===== src/rtl/pairing_pkg.sv =====
// Shared definitions for the pairing job controller: state encoding and the default RAM map.
package pairing_pkg;

    localparam int DEF_WIDTH     = 198;
    localparam int DEF_ADDR_W    = 6;
    localparam int DEF_IN_BASE   = 0;
    localparam int DEF_IN_WORDS  = 4;
    localparam int DEF_OUT_BASE  = 10;
    localparam int DEF_OUT_WORDS = 6;
    localparam int DEF_TIMEOUT   = 600000;

    typedef enum logic [2:0] {
        ST_IDLE = 3'd0,
        ST_LOAD = 3'd1,
        ST_RUN  = 3'd2,
        ST_RD   = 3'd3,
        ST_CAP  = 3'd4,
        ST_HOLD = 3'd5
    } job_state_t;

endpackage


===== src/rtl/pairing_job_wdog.sv =====
// Run-time watchdog: counts cycles spent in RUN and flags expiry on the last allowed cycle.
module pairing_job_wdog #(
    parameter logic [19:0] TIMEOUT = 20'd600000
) (
    input  logic clk,
    input  logic reset,
    input  logic run,
    output logic expired
);

    logic [19:0] cnt;

    // Held at zero outside RUN, so every RUN entry starts from a cleared count.
    always_ff @(posedge clk) begin
        if (reset || !run) begin
            cnt <= '0;
        end else if (cnt != '1) begin
            cnt <= cnt + 20'd1;
        end
    end

    assign expired = run && (cnt >= (TIMEOUT - 20'd1));

endmodule


===== src/rtl/pairing_job_ctrl.sv =====
// Host-facing job sequencer: loads operands into RAM, runs the core, unloads results.
// Optional run-time watchdog enabled by defining PAIRING_JOB_WDOG_EN.
module pairing_job_ctrl
    import pairing_pkg::*;
#(
    parameter int                WIDTH     = DEF_WIDTH,
    parameter int                ADDR_W    = DEF_ADDR_W,
    parameter logic [ADDR_W-1:0] IN_BASE   = ADDR_W'(DEF_IN_BASE),
    parameter int                IN_WORDS  = DEF_IN_WORDS,
    parameter logic [ADDR_W-1:0] OUT_BASE  = ADDR_W'(DEF_OUT_BASE),
    parameter int                OUT_WORDS = DEF_OUT_WORDS,
    parameter logic [19:0]       TIMEOUT   = 20'(DEF_TIMEOUT)
) (
    input  logic              clk,
    input  logic              reset,
    input  logic              in_valid,
    output logic              in_ready,
    input  logic [WIDTH-1:0]  in_data,
    output logic              out_valid,
    input  logic              out_ready,
    output logic [WIDTH-1:0]  out_data,
    output logic              core_reset,
    input  logic              core_done,
    output logic              ram_sel,
    output logic [ADDR_W-1:0] ram_addr,
    output logic              ram_we,
    output logic [WIDTH-1:0]  ram_wdata,
    input  logic [WIDTH-1:0]  ram_rdata,
    output logic              busy,
    output logic              err
);

    localparam logic [ADDR_W-1:0] IN_LAST  = ADDR_W'(IN_WORDS - 1);
    localparam logic [ADDR_W-1:0] OUT_LAST = ADDR_W'(OUT_WORDS - 1);

    job_state_t        state, state_next;
    logic [ADDR_W-1:0] idx, idx_next;
    logic              out_valid_next;
    logic              capture;
    logic              accept;
    logic              wdog_expired;

    assign accept    = in_valid && in_ready;
    assign ram_we    = accept;
    assign ram_wdata = in_data;

`ifdef PAIRING_JOB_WDOG_EN
    pairing_job_wdog #(
        .TIMEOUT (TIMEOUT)
    ) u_wdog (
        .clk     (clk),
        .reset   (reset),
        .run     (state == ST_RUN),
        .expired (wdog_expired)
    );

    // A timeout only counts when done is not present in the same cycle.
    always_ff @(posedge clk) begin
        if (reset) begin
            err <= 1'b0;
        end else if (accept) begin
            err <= 1'b0;
        end else if ((state == ST_RUN) && !core_done && wdog_expired) begin
            err <= 1'b1;
        end
    end
`else
    logic unused_timeout;

    assign unused_timeout = ^TIMEOUT;
    assign wdog_expired   = 1'b0;
    assign err            = 1'b0;
`endif

    always_ff @(posedge clk) begin
        if (reset) begin
            state     <= ST_IDLE;
            idx       <= '0;
            out_valid <= 1'b0;
            out_data  <= '0;
        end else begin
            state     <= state_next;
            idx       <= idx_next;
            out_valid <= out_valid_next;
            if (capture) begin
                out_data <= ram_rdata;
            end
        end
    end

    // Core reset and RAM ownership are released only while the core runs.
    always_comb begin
        state_next     = state;
        idx_next       = idx;
        out_valid_next = out_valid;
        capture        = 1'b0;
        in_ready       = 1'b0;
        core_reset     = 1'b1;
        ram_sel        = 1'b1;
        ram_addr       = IN_BASE + idx;
        busy           = (state != ST_IDLE);

        case (state)
            ST_IDLE: begin
                in_ready = 1'b1;
                ram_addr = IN_BASE;
                if (in_valid) begin
                    idx_next   = ADDR_W'(1);
                    state_next = (IN_WORDS == 1) ? ST_RUN : ST_LOAD;
                end
            end
            ST_LOAD: begin
                in_ready = 1'b1;
                if (in_valid) begin
                    if (idx == IN_LAST) begin
                        state_next = ST_RUN;
                    end else begin
                        idx_next = idx + ADDR_W'(1);
                    end
                end
            end
            ST_RUN: begin
                core_reset = 1'b0;
                ram_sel    = 1'b0;
                if (core_done) begin
                    idx_next   = '0;
                    state_next = ST_RD;
                end else if (wdog_expired) begin
                    state_next = ST_IDLE;
                end
            end
            ST_RD: begin
                ram_addr   = OUT_BASE + idx;
                state_next = ST_CAP;
            end
            ST_CAP: begin
                capture        = 1'b1;
                out_valid_next = 1'b1;
                state_next     = ST_HOLD;
            end
            ST_HOLD: begin
                if (out_ready) begin
                    out_valid_next = 1'b0;
                    if (idx == OUT_LAST) begin
                        state_next = ST_IDLE;
                    end else begin
                        idx_next   = idx + ADDR_W'(1);
                        state_next = ST_RD;
                    end
                end
            end
            default: begin
                state_next = ST_IDLE;
            end
        endcase
    end

endmodule


===== config.mk =====
export PLATFORM = sky130hd
export DESIGN_NAME = pairing_job_ctrl
export DESIGN_NICKNAME = d
export VERILOG_FILES = /design/src/rtl/pairing_pkg.sv /design/src/rtl/pairing_job_wdog.sv /design/src/rtl/pairing_job_ctrl.sv
export SDC_FILE = /design/constraint.sdc
export NUM_CORES = 1
export LEC_CHECK = 0
export CORE_AREA = 2 2 317 319
export DETAILED_ROUTE_END_ITERATION = 16
export DIE_AREA = 0 0 319 321
export GPL_ROUTABILITY_DRIVEN = 0
export PLACE_DENSITY = 0.3
export SYNTH_ARGS = -nofsm -noshare
export SYNTH_HDL_FRONTEND = slang
export SYNTH_HIERARCHICAL = 1
export SYNTH_SLANG_ARGS = --single-unit

===== constraint.sdc =====
create_clock -name clk -period 1.8 [get_ports clk]
set_input_delay 0.36 -clock clk [delete_from_list [all_inputs] [get_ports clk]]
set_output_delay 0.36 -clock clk [all_outputs]
set_load 0.02 [all_outputs]

# [After elaboration in Yosys (flattened, before gate mapping)]
# Index checks and enable logic that the tools add are counted.
# Widths: inputs -> output; s select.
[word_totals] regBits=208 latch_bits=0 mem_bits_rw=0 rom_bits=0 inputBits=401 output_inout_bits=409 wordCells=49 n_memories=0
[classes] n_addsub=2 mul=0 div=0 magnitude_cmp=0 n_eq_ne=14 shift=0 mux=20 bitwise_logic=0 reduce_logical=9
[ops] operator="$mux 6" n=6
[ops] operator="$pmux 6 s4" n=1
[ops] operator="$pmux 3 s6" n=1
[ops] operator="$mux 3" n=5
[ops] operator="$ne 2x2->1 const B" n=7
[ops] operator="$pmux 6 s2" n=1
[ops] operator="$reduce_and 7->1" n=1
[ops] operator="$add 4x6->6 const A" n=1
[ops] operator="$add 6x1->6 const B" n=1
[ops] operator="$eq 3x2->1 const B" n=2
[ops] operator="$eq 3x3->1 const B" n=2
[ops] operator="$eq 6x2->1 const B" n=1
[ops] operator="$eq 6x3->1 const B" n=1
[ops] operator="$reduce_and 5->1" n=1
[ops] operator="$mux 1" n=4
[ops] operator="$reduce_bool 4->1" n=1
[ops] operator="$eq 3x1->1 const B" n=1
[ops] operator="$logic_not 3->1" n=1
[ops] operator="$reduce_bool 3->1" n=1
[ops] operator="$mux 2" n=1
[ops] operator="$pmux 1 s2" n=1
[ops] operator="$reduce_and 2->1" n=1
[ops] operator="$reduce_bool 2->1" n=1
[ops] operator="$reduce_or 2->1" n=1
[ops] operator="$logic_and 1x1->1" n=1

# [Longest topological paths before layout]
[depth] ltp_word=4 depth_mapped=8 depth_no_buf=6

# [Worst setup path after synthesis]
# Ideal clock, no wire load.
[synth_timing] path_type="register to output" from="register state[1]" to="output ram_addr[1]" arrival_time_ps=1557 required_time_ps=1440 path_slack_ps=-117 path_stages_with_launch=6 path_buffers=2 cell_sequence="dfxtp_1 > clkbuf_2 > clkbuf_1 > nor2b_1 > mux2i_1 > o21ai_0"
[synth_between] elab_chain_len=2 elab_cells_between_ends=3 cone_classes="eq/ne: 1; mux: 1; reduce/logical: 1"
[synth_rtl] item="start: declaration" line="pairing_job_ctrl.sv:36" rtl="job_state_t state, state_next;"
[synth_rtl] item="start signal: assignment" line="pairing_job_ctrl.sv:82" rtl="state <= state_next;"
[synth_rtl] item="$eq 3x2->1 / $logic_not 3->1 (equally long branches)" line="pairing_job_ctrl.sv:103" rtl="case (state)"
[synth_rtl] item="$pmux 6 s2 *" line="pairing_job_ctrl.sv:103"
[synth_rtl] item="end: declaration" line="pairing_job_ctrl.sv:25" rtl="output logic [ADDR_W-1:0] ram_addr,"
# Every way passes the cells marked *; elsewhere a longest branch is shown, timed or not.

# [Worst setup path after layout]
[layout_timing] from="register idx[1]" to="output ram_addr[4]"
[layout_between] elab_chain_len=2
[layout_rtl] item="start: declaration" line="pairing_job_ctrl.sv:37" rtl="logic [ADDR_W-1:0] idx, idx_next;"
[layout_rtl] item="start signal: assignment" line="pairing_job_ctrl.sv:83" rtl="idx <= idx_next;"
[layout_rtl] item="$add 4x6->6" line="pairing_job_ctrl.sv:133" rtl="ram_addr = OUT_BASE + idx;"
[layout_rtl] item="$pmux 6 s2" line="pairing_job_ctrl.sv:103"
# No other way between the ends.

==> results.md <==
- WL/cell: ~15 µm
- Violated checks: setup timing
- Pins Over Slew Limit: 0
- CTS tree: built
- # fillers: around 11000
- Final worst path period share: 116%
- YS warnings: 6
- Routed via count: 8507
- Multi-input gate area: between 3000 and 4000 µm²
- Setup violators final: 10
- Total power: 12.7 mW
- First drt pass iteration count: 5
- HP Class: in -> reg
- Pwr Density: 852 nW/µm²
- Die width: 319 µm
- Vias in the first global route: 8759
- Inserted Clock Buffers: 29
- GRT Total Usage: under 10%
- Synth cell types: approximately 40
- Ys flop type: dfxtp_1
- Hpwl dp: 29800 µm
- Synth Area per Inst: slightly below 8 µm²
- Setup crit end kind: output pin
- Sequential fraction of the synthesis area: between 40% and 50%
- Post-Syn Instances: 1181
- CTS max path bufs: 3
- Setup CP Type: reg -> out
- Post-synth EDFFs: 0
- DRT Wirelength: between 40000 and 50000 µm
- CTS Root Cell: clkbuf_16
- Antenna violations before repair: 1
- Unrepaired setup endpoints after global routing: yes
- Core area: between 90000 and 100000 µm²
- Starting Density: 9.17%
- Min Tclk post-route: between 2 and 2.5 ns
- Final core occ: between 10 and 15%
- Rows: about 120
- Most frequent cells in the layout: nand2_1, dfxtp_1, a21oi_1, clkdlybuf4s50_1, dlygate4sd2_1
- Final #Nets: 1835
- Final worst slack: -0.280 ns
- Ratio of cells with drive above 1 in the final layout: 12.4%
- Flops & latches, synth: 208
- 1st-iter DRT viols: 313
- CP required: 1.44 ns
- Startpoint types: register
- F_max: 481 MHz
- DP Worst Slack: -0.325 ns
- IO Count: a little over 800
- Fin Clk Skew: 0.0229 ns
- Peak supply drop: 0.590 mV
- Register area: 4170 µm²
- Pin count of the biggest net entering global routing: between 70 and 80
- First-pass GRT wire length: 57200 µm
- Ys async rst share: 0%
- DRC viols: 0
- Clock sink total: 208
- Leading cell type in the layout, fill and taps excluded: nand2_1
- Max_cap viols: 0
- Syn Nets: 1585
- CTS clk-pin slew, worst paths: roughly 0.060 ns
- H-tree lvl count: 1
- Die area: 102000 µm²
- Clk_lat worst skew: just under 0.6 ns
- Post-route ant nets: 0
- Largest fanout on the critical path: 4
- Worst EP arrival: 1.72 ns
- Status: complete, but fails checks
- P&R area growth vs syn: 63.1%
- Grt ovf: 0
- P_leak: 5.82 nW
- Hold Fails Final Rpt: 0
- Die Height: 321 µm
- Mapped Area: 9110 µm²
- IO buf count: 412
- Vias per inst: 3.09
[path summary, 6_finish.rpt]
path                                                 start                          to  slack, ns  cells after the start
worst min register to register  out_data[135]$_SDFFE_PP0P_  out_data[135]$_SDFFE_PP0P_       0.45                      2
worst min-delay path                                 reset         idx[0]$_SDFFE_PP0P_       0.11                      2
worst max register to register       state[2]$_SDFFE_PP0P_         idx[1]$_SDFFE_PP0P_       0.05                      6
worst max-delay path                   idx[1]$_SDFFE_PP0P_                 ram_addr[4]      -0.28                      6
[where the power goes]
part	leakage [nW]	internal [mW]	switching [mW]
Combinational	3.65	0.972	0.893
Sequential	1.68	4.72	0.0781
Clock	0.491	3.67	2.32
Total	5.82	9.36	3.29
[sequential cells by signal, summed over array words and instances, names as in the netlist]
register	flops
out_valid	1
state	3
idx	6
out_data	198
[synth_stat cells (2+ instances only)]
cell type / n / area, µm²
or3_1: 2 / 12.5
buf_2: 26 / 130
buf_1: 3 / 11.3
buf_4: 204 / 1530
and3_1: 2 / 12.5
nor3_1: 9 / 45.0
nand3_1: 6 / 30.0
nand2b_1: 3 / 18.8
a22o_1: 2 / 17.5
o21ai_0: 14 / 70.1
nor2b_1: 3 / 18.8
o211ai_1: 2 / 15.0
inv_1: 6 / 22.5
nand4_1: 2 / 12.5
clkbuf_1: 41 / 154
a21o_1: 2 / 15.0
a32o_1: 4 / 40.0
mux2i_1: 2 / 20.0
a21oi_1: 204 / 1020
ha_1: 3 / 37.5
nand2_1: 412 / 1550
nor2_1: 3 / 11.3
dfxtp_1: 208 / 4160
[critical path, stage by stage, from the launching register on]
cell and delay (ns):
dfxtp_2 0.34, buf_6 0.13, a21oi_4 0.15, nor3_1 0.06
a21o_1 0.15, a22o_1 0.18, buf_6 0.13
[area by class of cell]
type | instances | area share (%)
Timing Repair Buffer | 494 | 32.2
Sequential cell | 208 | 28.1
Multi-Input combinational cell | 691 | 21.9
Tap cell | 1298 | 10.9
Clock buffer | 45 | 6.03
Clock inverter | 8 | 0.649
Inverter | 7 | 0.177
Antenna cell | 1 | 0.0169
[routing by layer]
layer	vias up	part of all wire, %	GRT usage, %
met1	3831	36	7.26
met2	402	48	12.6
li1	4101	-	-
met5	-	0	0
met3	173	10	3.06
met4	0	5.8	4.28
[what timing repair did]
| action | in CTS | in global routing |
|---|---|---|
| gates cloned | 0 | 2 |
| gates resized for setup | 305 | 26 |
| setup endpoints to repair | 355 | 108 |
| setup buffers | 7 | 4 |
| pin swaps | 9 | 6 |
| hold buffers | 0 | 0 |
| endpoints found under the hold margin | 0 | 0 |
[logic make-up after synthesis]
| kind of cell | share of synthesized area, % |
|---|---|
| and+or+nand+nor | 19.6 |
| buffers and inverters | 20.4 |
| AOI/OAI and AO/OA | 13.6 |
| DFF | 45.7 |
| adders and majority gates | 0.412 |
| muxes | 0.220 |
| other | 0.0412 |
[through the flow]
step	std cells	area, µm²	hold WS [ns]	TNS, ns
final	2752	14900	0.109	-1.49
after global routing	2751	14800	0.0806	-2.66
after CTS	2746	14700	0.0540	-2.04
after detailed placement	2687	13700	0.446	-8.78
after global placement	2687	13700	0.443	-10.46
after floorplan	1181	9110	0.496	0
(Power assumes the default switching activity.)
